## src/rtl/pwm_ramp_ctrl.sv

```systemverilog
// Soft-start duty sequencer for the 0..99-step PWM generator: ramp up, hold, ramp down.
// Define PWM_RAMP_LOOP_EN to repeat the up/hold/down cycle until stop or rst.
module pwm_ramp_ctrl #(
    parameter int DUTY_MAX     = 99,
    parameter int HOLD_PERIODS = 50,
    parameter int HOLD_W       = 8
) (
    input  logic       clk,
    input  logic       rst,
    input  logic       start,
    input  logic       stop,
    input  logic [6:0] target,
    input  logic [3:0] step,
    input  logic       period_done,
    output logic [6:0] duty,
    output logic       busy,
    output logic       done,
    output logic [1:0] state
);

    typedef enum logic [1:0] {
        IDLE = 2'd0,
        UP   = 2'd1,
        HOLD = 2'd2,
        DOWN = 2'd3
    } state_t;

    localparam logic [6:0]        DMAX      = 7'(DUTY_MAX);
    localparam logic [HOLD_W-1:0] HOLD_LAST = HOLD_W'(HOLD_PERIODS - 1);

    state_t            st;
    logic [6:0]        tgt;
    logic [3:0]        stp;
    logic [HOLD_W-1:0] hold_cnt;
    logic [6:0]        up_next;
    logic [6:0]        down_next;
    logic              ramp_end;
`ifdef PWM_RAMP_LOOP_EN
    logic              exit_req;
`endif

    // Sum is formed 8 bits wide so a large step near the top cannot wrap.
    function automatic logic [6:0] ramp_up(input logic [6:0] d, input logic [3:0] s,
                                           input logic [6:0] lim);
        logic [7:0] sum;
        sum = {1'b0, d} + {4'b0000, s};
        return (sum > {1'b0, lim}) ? lim : sum[6:0];
    endfunction

    function automatic logic [6:0] ramp_down(input logic [6:0] d, input logic [3:0] s);
        return (d > {3'b000, s}) ? (d - {3'b000, s}) : 7'd0;
    endfunction

    assign up_next   = ramp_up(duty, stp, tgt);
    assign down_next = ramp_down(duty, stp);
    // A DOWN entered with duty already 0 (zero target, or stop right after start) ends at once.
    assign ramp_end  = (duty == 7'd0) || (period_done && (down_next == 7'd0));
    assign state     = st;

    always_ff @(posedge clk) begin
        if (rst) begin
            st       <= IDLE;
            duty     <= 7'd0;
            busy     <= 1'b0;
            done     <= 1'b0;
            tgt      <= 7'd0;
            stp      <= 4'd1;
            hold_cnt <= '0;
`ifdef PWM_RAMP_LOOP_EN
            exit_req <= 1'b0;
`endif
        end else begin
            done <= 1'b0;
            unique case (st)
                IDLE: begin
                    if (start && !stop) begin
                        tgt  <= (target > DMAX) ? 7'd0 : target;
                        stp  <= (step == 4'd0) ? 4'd1 : step;
                        st   <= UP;
                        busy <= 1'b1;
`ifdef PWM_RAMP_LOOP_EN
                        exit_req <= 1'b0;
`endif
                    end
                end
                UP: begin
                    if (stop) begin
                        st <= DOWN;
`ifdef PWM_RAMP_LOOP_EN
                        exit_req <= 1'b1;
`endif
                    end else if (duty == tgt) begin
                        st       <= HOLD;
                        hold_cnt <= '0;
                    end else if (period_done) begin
                        duty <= up_next;
                        if (up_next == tgt) begin
                            st       <= HOLD;
                            hold_cnt <= '0;
                        end
                    end
                end
                HOLD: begin
                    if (stop) begin
                        st <= DOWN;
`ifdef PWM_RAMP_LOOP_EN
                        exit_req <= 1'b1;
`endif
                    end else if (period_done) begin
                        hold_cnt <= hold_cnt + 1'b1;
                        if (hold_cnt == HOLD_LAST) begin
                            st <= DOWN;
                        end
                    end
                end
                DOWN: begin
                    if (period_done) begin
                        duty <= down_next;
                    end
                    if (ramp_end) begin
                        done <= 1'b1;
`ifdef PWM_RAMP_LOOP_EN
                        if (exit_req) begin
                            st   <= IDLE;
                            busy <= 1'b0;
                        end else begin
                            st <= UP;
                        end
`else
                        st   <= IDLE;
                        busy <= 1'b0;
`endif
                    end
                end
                default: st <= IDLE;
            endcase
        end
    end

endmodule
```

## config.mk

```make
export PLATFORM = sky130hd
export DESIGN_NAME = pwm_ramp_ctrl
export DESIGN_NICKNAME = d
export VERILOG_FILES = /design/src/rtl/pwm_ramp_ctrl.sv
export SDC_FILE = /design/constraint.sdc
export NUM_CORES = 1
export LEC_CHECK = 0
export CORE_MARGIN = 4
export CORE_UTILIZATION = 50
export DETAILED_ROUTE_END_ITERATION = 10
export GPL_TIMING_DRIVEN = 0
export PLACE_DENSITY = 0.76
export SKIP_CTS_REPAIR_TIMING = 1
export SLEW_MARGIN = 20
export SYNTH_ARGS = -nofsm -noshare
export SYNTH_HDL_FRONTEND = slang
export SYNTH_SLANG_ARGS = --single-unit
```

## constraint.sdc

```tcl
create_clock -name clk -period 7.7 [get_ports clk]
set_input_delay 1.155 -clock clk [delete_from_list [all_inputs] [get_ports clk]]
set_output_delay 1.155 -clock clk [all_outputs]
set_load 0.005 [all_outputs]
```

==> results of run 1 <==
## cell usage after synthesis (all sizes together), types with 5 or more instances
cell / instances
a32o: 5
nand2b: 5
nor3: 10
a21oi: 16
nand4: 5
o21a: 5
nand2: 28
xnor2: 11
inv: 24
dfxtp: 30
nand3: 10
mux2i: 7
nor2: 26
a22oi: 8
ha: 21
o211a: 5
clkbuf: 15
nor2b: 9
o21ai: 11
## where the power goes
group	internal (W)	switching [W]	leakage, nW
logic	0.000197	0.000248	0.946
clock network	0.0000951	0.0000616	0.0579
registers	0.000174	0.0000266	0.243
total	0.000466	0.000337	1.25
## sequential cells by signal, indices dropped and copies added (netlist names)
name and flops:
busy 1, done 1, duty 7, hold_cnt 8
state 2, stp 4, tgt 7
## routing by layer
metal	vias up	GRT usage, %
met5	-	0
li1	1229	-
met3	14	4.08
met2	73	37.2
met1	1172	27.1
met4	0	10.8
## cells by family after synthesis
kind of cell	count (synthesis)
simple gates	116
compound gates	88
buf+inv	41
flops	30
fa+ha+maj	23
xor+xnor	14
mux	7
## metrics by stage
stage / setup WS [ns] / power [W] / cells
global placement: 3.80 / 0.000629 / 411
global route: 3.45 / 0.000858 / 419
floorplan: 4.23 / 0.000524 / 319
finish: 3.67 / 0.000803 / 419
CTS: 3.74 / 0.000799 / 419
detailed placement: 3.76 / 0.000640 / 411
## worst max-delay path, stage by stage, from the launching register on
cell       delay, ns
dfxtp_1         0.40
ha_1            0.30
fa_1            0.41
nor2b_2         0.17
o21a_4          0.22
o21bai_1        0.15
xnor2_1         0.17
ha_1            0.28
a21oi_1         0.17
and3_1          0.20
a2bb2oi_1       0.28
clkbuf_1        0.47
nor2_1          0.07
a21oi_1         0.23
o221ai_1        0.20
o211a_1         0.19
## cell type report
class                           instances  share of cell area (%)
Clock buffer                            5                    2.31
Tap cell                               67                    2.82
Inverter                               24                    3.03
Buffer                                 17                    2.65
Timing Repair Buffer                   25                    8.40
Clock inverter                          3                    1.34
Sequential cell                        30                    20.2
Multi-Input combinational cell        248                    59.3
## how the worst max path moves through the flow
stage / startpoint / to / cells after the start
after global routing: duty[0]$_SDFFE_PP0P_ / duty[5]$_SDFFE_PP0P_ / 15
final: duty[0]$_SDFFE_PP0P_ / duty[2]$_SDFFE_PP0P_ / 15
after CTS: duty[0]$_SDFFE_PP0P_ / duty[5]$_SDFFE_PP0P_ / 15
after detailed placement: duty[0]$_SDFFE_PP0P_ / duty[2]$_SDFFE_PP0P_ / 15
after global placement: duty[0]$_SDFFE_PP0P_ / duty[5]$_SDFFE_PP0P_ / 15
after floorplan: duty[0]$_SDFFE_PP0P_ / hold_cnt[7]$_SDFFE_PP0P_ / 16
==> flow_summary_export.csv, run 1 <==
group,metric,value,unit
place,place.gp.congestion,0.936,
clock_tree,root_buffer,"clkbuf_8",
synthesis,synth_area_leader_cell,"dfxtp_1",
finish,fin_area,0.00298,sq mm
worst_hold_path,min-delay-start,"stp[2]$_SDFFE_PP0P_",
sta,worst_slew_pin_slew,0.792,ns
worst_setup_path,r2r-start,"duty[0]$_SDFFE_PP0P_",
die,die_h,79.2,um
clock_tree,htreeDepth,2,
power,power_density,270,mW/mm^2
finish,multi_input_area,0.00177,sq mm
worst_setup_path,crit_arrival,4.21,ns
global_routing,grt_pass1_vias,2353,
die,die_area,0.00627,sq mm
finish,most-common-layout-cells,"30 x dfxtp_1, 28 x nand2_1, 26 x nor2_1",
power,leakagePower,1.25,nW
place,io_buffers,25,
finish,drive_gt1_share,5.68,%
synthesis,synth.area.mux_share,2.76,%
synthesis,yosys_warnings,0,
finish,syn2layout_area_growth,17.5,%
clock_tree,cts.reportedPaths.clkPinSlew,0.07,ns
routing,dr.pass1.iters,4,
routing,ant_nets,0,
clock_tree,cts_tree,"built",
synthesis,mappedNetlistArea,0.00253,sq mm
clock_tree,numCtsBuffers,5,
die,die_w,79.2,um
finish,fin_nets,390,
worst_setup_path,r2r-end,"duty[2]$_SDFFE_PP0P_",
synthesis,synth_area_leaders,"dfxtp_1 24%, ha_1 10%, nand2_1 4.1%, nor2_1 3.8%, xnor2_1 3.8%",
die,core_area,0.00482,sq mm
worst_setup_path,reg2reg_slack,3.67,ns
sta,min_period,4.03,ns
synthesis,synth_compound_area_share,26.4,%
global_routing,overflow,0,
finish,fillers,468,
status,outcome,"complete, no violations",
routing,drt_wl_total,6530,um
routing,wl_met3,314,um
sta,setup_tns,0,ns
finish,seq_area,601,sq um
worst_setup_path,r2r_cells,15,
sta,rsz0062_at_grt,"no",
synthesis,synth_cells,319,
power,ir_worst_vdd,0.000136,V
synthesis,syn_avg_cell_area,7.95,sq um
sta,setup_violations,0,
global_routing,grtUsageTotal,22.2,%
synthesis,synthDistinctLibCells,60,
sta,hold_viol_final,0,
finish,layout_commonest_cell,"dfxtp_1",
worst_setup_path,worstSetupPathType,"flop to flop",
routing,top_layer,"met4",
sta,maxSlewHeadroom,46.5,%
routing,drt_iter0_drc,175,
routing,num_vias,2488,
synthesis,synth_seq_cells,30,
synthesis,ys_dominant_reg_cell,"dfxtp_1",
worst_hold_path,holdPathEnd,"stp[2]$_SDFFE_PP0P_",
clock_tree,cts_buffer_depth,2,
worst_setup_path,worstSetupEndpointType,"flop",
sta,whs,0.476,ns
worst_setup_path,critPathLaunchType,"flop",
die,num_io_pins,27,
place,hpwl,5070,um
finish,utilization,61.8,%
finish,antenna_cells,0,
synthesis,synth_top_area_share,23.7,%
synthesis,synthAdderAreaFrac,11.9,%
clock_tree,clkLatencyLatePin,0.29,ns
synthesis,async_reset_ff_share,0,%
worst_setup_path,critPathMaxFanout,10,
sta,fin_crit_sh,52.3,%
sta,fmax,248,MHz
sta,drv_slew,0,
routing,wl_met2,3090,um
sta,skew,0.00974,ns
worst_setup_path,required,7.88,ns
place,place_area,0.00287,sq mm
global_routing,antenna_found_initial,0,
synthesis,yosysSeqAreaShare,23.7,%
clock_tree,clock-sinks,30,
global_routing,grt_pass1_wl,11000,um
die,rows,25,
worst_hold_path,hold_path_class,"flop to flop",
synthesis,synth_xor_area_share,5.13,%
worst_hold_path,hold_path_depth,2,
global_routing,grt_max_degree,11,
routing,m1WireLength,2940,um
routing,drc,0,
die,start_util,52.6,%
job,maxCapViolations,0,
routing,vias_per_cell,5.94,
synthesis,synth.net_count,358,
routing,wl_per_cell,15.6,um
synthesis,synth_edf_count,0,
synthesis,synth_top_family_by_area,"compound AO/OA/AOI/OAI gates",
synthesis,synth-simple-area-share,23.4,%
Note: power is estimated with default switching activity, not from simulation.
==> inputs of run 2 (changes only) <==
==> constraint.sdc (replaced) <==
create_clock -name clk -period 4 [get_ports clk]
set_input_delay 0.6 -clock clk [delete_from_list [all_inputs] [get_ports clk]]
set_output_delay 0.6 -clock clk [all_outputs]
set_load 0.005 [all_outputs]
==> run 2 against run 1 <==
Compared with the run above: maximum frequency up 5.3%; via count about the same; critical path depth unchanged; final area up 0.34%; first-iteration DRC count up 9.1%; wire length up 0.26%; clock power up 92%; clock-buffer cell count unchanged; non-clock buffer count unchanged; worst hold slack better by 0.0016 ns; largest cell class unchanged.
==> flow_summary_export.csv, run 2 (synthesis results as in run 1) <==
group,metric,value,unit
status,outcome,"complete, no violations",
worst_hold_path,hold_path_class,"flop to flop",
die,num_io_pins,27,
sta,worst_slew_pin_slew,0.793,ns
place,place.gp.congestion,0.936,
finish,antenna_cells,0,
sta,whs,0.478,ns
sta,drv_slew,0,
global_routing,grt_max_degree,11,
sta,skew,0.0116,ns
job,maxCapViolations,0,
worst_setup_path,worst_path_max_delay_cell,"fa_1",
clock_tree,clock-sinks,30,
power,power_density,523,mW/mm^2
worst_setup_path,critPathMaxFanout,10,
place,post-place-cells,411,
sta,rsz0062_at_grt,"no",
worst_setup_path,required,4.18,ns
worst_setup_path,crit_arrival,4.00,ns
power,ir_worst_vdd,0.000262,V
routing,drt_wl_total,6550,um
worst_setup_path,reg2reg_slack,0.18,ns
routing,dr.pass1.iters,4,
worst_setup_path,cp_top_family,"compound AO/OA/AOI/OAI gates",
finish,layout_commonest_cell,"dfxtp_1",
worst_setup_path,critPathLaunchType,"flop",
sta,setup_violations,0,
finish,largestRegisters,"hold_cnt x8, duty x7, tgt x7",
die,die_h,79.2,um
routing,vias_per_cell,5.94,
finish,most-common-layout-cells,"30 x dfxtp_1, 28 x nand2_1, 26 x nor2_1",
finish,multi_input_area,0.00177,sq mm
sta,hold_viol_final,0,
worst_setup_path,crit_path_max_incr_delay,0.41,ns
routing,drc,0,
sta,fmax,262,MHz
finish,fin_cells,419,
worst_setup_path,worstSetupPathType,"flop to flop",
clock_tree,clkLatencyLatePin,0.29,ns
finish,fin_nets,390,
routing,wl_per_cell,15.6,um
finish,syn2layout_area_growth,17.9,%
sta,maxSlewHeadroom,46.4,%
finish,largest_reg_flops,8,
clock_tree,htreeDepth,2,
clock_tree,root_buffer,"clkbuf_8",
finish,largest-register,"hold_cnt",
global_routing,overflow,0,
sta,min_period,3.82,ns
finish,fillers,465,
global_routing,grtUsageTotal,22.2,%
global_routing,antenna_found_initial,0,
worst_setup_path,crit_buf_inv,1,
clock_tree,cts.reportedPaths.clkPinSlew,0.07,ns
clock_tree,cts_buffer_depth,2,
die,start_util,52.6,%
place,io_buffers,25,
die,die_w,79.2,um
finish,utilization,62.0,%
routing,num_vias,2490,
worst_setup_path,path_cells,"ha_1, fa_1, nor2b_2, o21a_4, o21bai_1, xnor2_1, ha_1, a21oi_1, and3_1, a2bb2oi_1, buf_4, nor2_1, a21oi_1, o221ai_1, o211a_1",
clock_tree,cts_tree,"built",
finish,drive_gt1_share,6.25,%
die,die_area,0.00627,sq mm
routing,ant_nets,0,
worst_setup_path,worstSetupEndpointType,"flop",
global_routing,grt_pass1_wl,11000,um
die,rows,25,
die,core_area,0.00482,sq mm
place,hpwl,5070,um
power,leakagePower,1.25,nW
clock_tree,numCtsBuffers,5,
sta,fin_crit_sh,95.6,%
global_routing,grt_pass1_vias,2353,
sta,setup_tns,0,ns
finish,seq_area,601,sq um
routing,drt_iter0_drc,191,
-- run 2: cell type report --
type	instances	share of cell area, %
Buffer	17	2.76
Clock buffer	5	2.30
Clock inverter	3	1.34
Inverter	24	3.02
Multi-Input combinational cell	248	59.3
Sequential cell	30	20.1
Tap cell	67	2.81
Timing Repair Buffer	25	8.38
-- run 2: through the flow --
stage | power [W] | worst slack (ns) | instance area [sq um]
after global routing | 0.00167 | 0.0165 | 2990
final | 0.00156 | 0.176 | 2990
after detailed placement | 0.00123 | 0.0646 | 2870
after floorplan | 0.00101 | 0.535 | 2530
after global placement | 0.00121 | 0.104 | 2870
after CTS | 0.00154 | 0.0425 | 2980
-- run 2: worst paths after layout --
check                                          start                   end  cells past startpoint
worst max-delay path            duty[0]$_SDFFE_PP0P_  duty[2]$_SDFFE_PP0P_                     15
worst min-delay path             stp[2]$_SDFFE_PP0P_   stp[2]$_SDFFE_PP0P_                      2
worst max register to register  duty[0]$_SDFFE_PP0P_  duty[2]$_SDFFE_PP0P_                     15
worst min register to register   stp[2]$_SDFFE_PP0P_   stp[2]$_SDFFE_PP0P_                      2
-- run 2: power breakdown --
part	switching [W]	leakage (nW)	internal, W
clock	0.000118	0.0579	0.000183
sequential	0.0000511	0.243	0.000335
combinational	0.000485	0.950	0.000390
-- run 2: worst reg2reg max path: stages (launching register included) --
cell,delay [ns]
dfxtp_1,0.40
ha_1,0.30
fa_1,0.41
nor2b_2,0.17
o21a_4,0.22
o21bai_1,0.15
xnor2_1,0.17
ha_1,0.28
a21oi_1,0.17
and3_1,0.19
a2bb2oi_1,0.31
buf_4,0.26
nor2_1,0.06
a21oi_1,0.22
o221ai_1,0.20
o211a_1,0.19
-- run 2: per-layer routing --
| metal | global-route usage, % | up-vias | part of all wire, % |
|---|---|---|---|
| met2 | 37.2 | 68 | 47 |
| met4 | 10.8 | 0 | 3.0 |
| li1 | - | 1228 | - |
| met1 | 27.1 | 1178 | 45 |
| met3 | 4.08 | 16 | 4.8 |
| met5 | 0 | - | 0 |
==> inputs of run 3 (changes only) <==
--- a/config.mk
+++ b/config.mk
@@ -6,10 +6,10 @@
 export NUM_CORES = 1
 export LEC_CHECK = 0
 export CORE_MARGIN = 4
-export CORE_UTILIZATION = 50
+export CORE_UTILIZATION = 45
 export DETAILED_ROUTE_END_ITERATION = 10
 export GPL_TIMING_DRIVEN = 0
-export PLACE_DENSITY = 0.76
+export PLACE_DENSITY = 0.72
 export SKIP_CTS_REPAIR_TIMING = 1
 export SLEW_MARGIN = 20
 export SYNTH_ARGS = -nofsm -noshare
==> constraint.sdc (replaced) <==
create_clock -name clk -period 3.4 [get_ports clk]
set_input_delay 0.51 -clock clk [delete_from_list [all_inputs] [get_ports clk]]
set_output_delay 0.51 -clock clk [all_outputs]
set_load 0.005 [all_outputs]
==> run 3 against run 2 <==
Compared with the run above: the flow now finishes with violations (setup timing); combinational power rose by 33%; final cell count increased by 2.1%; first-iteration DRC count up 10%; clock skew rose by 0.00083 ns; critical path depth grew 1; non-clock buffer count up 4; setup slack got worse by 0.24 ns; sequential share of layout area is 0.75 points lower; worst hold slack better by 0.017 ns; final area up 6.3%; sequential power is 20% higher; total power up 23%.
==> flow_summary_export.csv, run 3 (synthesis results as in run 1) <==
group,metric,value,unit
die,start_util,46.3,%
power,power.share.clock,15.6,%
power,internal-power,0.00112,W
worst_setup_path,reg2reg_slack,-0.06,ns
clock_tree,clkLatencyLatePin,0.29,ns
worst_setup_path,crit_arrival,3.61,ns
worst_setup_path,critPathMaxFanout,6,
global_routing,grt_max_degree,11,
die,die_area,0.00690,sq mm
worst_setup_path,worstSetupPathType,"flop to flop",
status,violations,"setup timing",
finish,fin_nets,394,
sta,skew,0.0125,ns
power,leakagePower,1.30,nW
place,io_buffers,25,
clock_tree,cts.reportedPaths.clkPinSlew,0.07,ns
global_routing,grt_pass1_vias,2298,
sta,fin_crit_sh,102,%
worst_hold_path,min-delay-start,"stp[2]$_SDFFE_PP0P_",
worst_setup_path,critPathLaunchType,"flop",
routing,num_vias,2511,
sta,worst_slew_pin_slew,0.821,ns
worst_setup_path,r2r-end,"hold_cnt[6]$_SDFFE_PP0P_",
die,num_io_pins,27,
power,ir_worst_vdd,0.000394,V
power,switching_share,41.9,%
power,power_density,605,mW/mm^2
worst_hold_path,holdPathEnd,"stp[2]$_SDFFE_PP0P_",
finish,syn2layout_area_growth,25.3,%
global_routing,overflow,0,
sta,setup_violations,9,
routing,drc,0,
sta,whs,0.495,ns
die,die_w,83.1,um
worst_setup_path,worstSetupEndpointType,"flop",
sta,rsz0062_at_grt,"yes",
die,rows,27,
worst_setup_path,worstSetupStartpoint,"duty[0]$_SDFFE_PP0P_",
sta,hold_viol_final,0,
worst_setup_path,required,3.55,ns
power,combinationalPowerShare,60.2,%
routing,dr.pass1.iters,4,
clock_tree,clock-sinks,30,
power,p_switching,0.000805,W
global_routing,grtUsageTotal,19.1,%
sta,fmax,289,MHz
sta,min_period,3.46,ns
routing,ant_nets,0,
finish,drive_gt1_share,14.3,%
finish,most-common-layout-cells,"28 x nand2_1, 25 x nor2_1, 25 x clkdlybuf4s50_1",
job,maxCapViolations,0,
worst_setup_path,r2r-start,"duty[0]$_SDFFE_PP0P_",
clock_tree,cts_tree,"built",
worst_setup_path,r2r_cells,16,
power,pwr-share-seq,24.2,%
clock_tree,root_buffer,"clkbuf_8",
finish,largest_reg_flops,8,
place,hpwl,5010,um
clock_tree,htreeDepth,2,
finish,largest-register,"hold_cnt",
clock_tree,numCtsBuffers,5,
sta,timing.final.ws_setup,-0.0591,ns
worst_hold_path,hold_path_class,"flop to flop",
sta,drv_slew,0,
global_routing,antenna_found_initial,0,
finish,utilization,58.0,%
finish,layout_commonest_cell,"nand2_1",
routing,vias_per_cell,5.87,
finish,largestRegisters,"hold_cnt x8, duty x7, tgt x7",
die,die_h,83.1,um
sta,maxSlewHeadroom,44.5,%
routing,drt_wl_total,6750,um
finish,antenna_cells,0,
clock_tree,cts_buffer_depth,2,
routing,drt_iter0_drc,211,
die,core_area,0.00547,sq mm
status,outcome,"finished, violations left",
routing,wl_per_cell,15.8,um
place,place.gp.congestion,0.924,
worst_hold_path,hold_path_depth,2,
global_routing,grt_pass1_wl,10900,um
==> run 3: cell type report <==
| cell class | count | area (sq um) |
|---|---|---|
| sequential | 30 | 614 |
| clock buffer | 7 | 86.3 |
| fill | 544 | 2300 |
| inverter | 24 | 90.1 |
| multi-input combinational | 248 | 1910 |
| clock inverter | 1 | 5.00 |
| tap | 72 | 90.1 |
| timing repair buffer | 30 | 292 |
| buffer | 16 | 83.8 |
==> run 3: worst max path at each step <==
stage                          endpoint  slack [ns]  cells after the start
2_1_floorplan  hold_cnt[7]$_SDFFE_PP0P_       0.003                     16
3_3_place_gp       duty[4]$_SDFFE_PP0P_       -0.47                     15
3_5_place_dp       duty[4]$_SDFFE_PP0P_       -0.48                     15
4_1_cts            duty[4]$_SDFFE_PP0P_       -0.53                     15
5_1_grt           state[0]$_SDFFE_PP0P_       -0.19                     15
6_report       hold_cnt[6]$_SDFFE_PP0P_       -0.06                     16
==> run 3: power by group through the flow <==
stage / clock network, W / logic, W / registers [W]
2_1_floorplan: 0 / 0.000741 / 0.000450
3_3_place_gp: 0 / 0.000970 / 0.000464
3_5_place_dp: 0 / 0.000980 / 0.000464
4_1_cts: 0.000308 / 0.000989 / 0.000457
5_1_grt: 0.000323 / 0.00126 / 0.000472
6_report: 0.000300 / 0.00116 / 0.000465
==> run 3: metrics by stage <==
step           instances  setup WS (ns)  power, W  TNS, ns  instance area [sq um]
3_5_place_dp         416         -0.477   0.00144    -4.89                   2880
3_3_place_gp         416         -0.468   0.00143    -4.40                   2880
6_report             428        -0.0591   0.00192   -0.403                   3180
2_1_floorplan        319        0.00321   0.00119        0                   2540
4_1_cts              424         -0.527   0.00175    -5.46                   2980
5_1_grt              428         -0.191   0.00206    -1.98                   3180
==> run 3: worst max-delay path: stages (launching register included) <==
cell and delay [ns]:
dfxtp_4 0.37, ha_4 0.17, fa_2 0.37, nor2b_4 0.14, o21a_4 0.24, o21bai_4 0.17, xnor2_2 0.10, ha_1 0.35
nand3_2 0.09, nor2_1 0.05, a21o_1 0.19, or2_4 0.28, a31oi_4 0.17, o221a_4 0.23, buf_4 0.11, mux2i_1 0.23
a2111oi_2 0.05
==> run 3: layer usage <==
metal	vias to the layer above	track usage, %	share of wire (%)
met5	-	0	0
met4	0	7.13	1.4
met3	13	2.78	5.7
met2	80	29.7	45
met1	1184	26.6	48
li1	1234	-	-
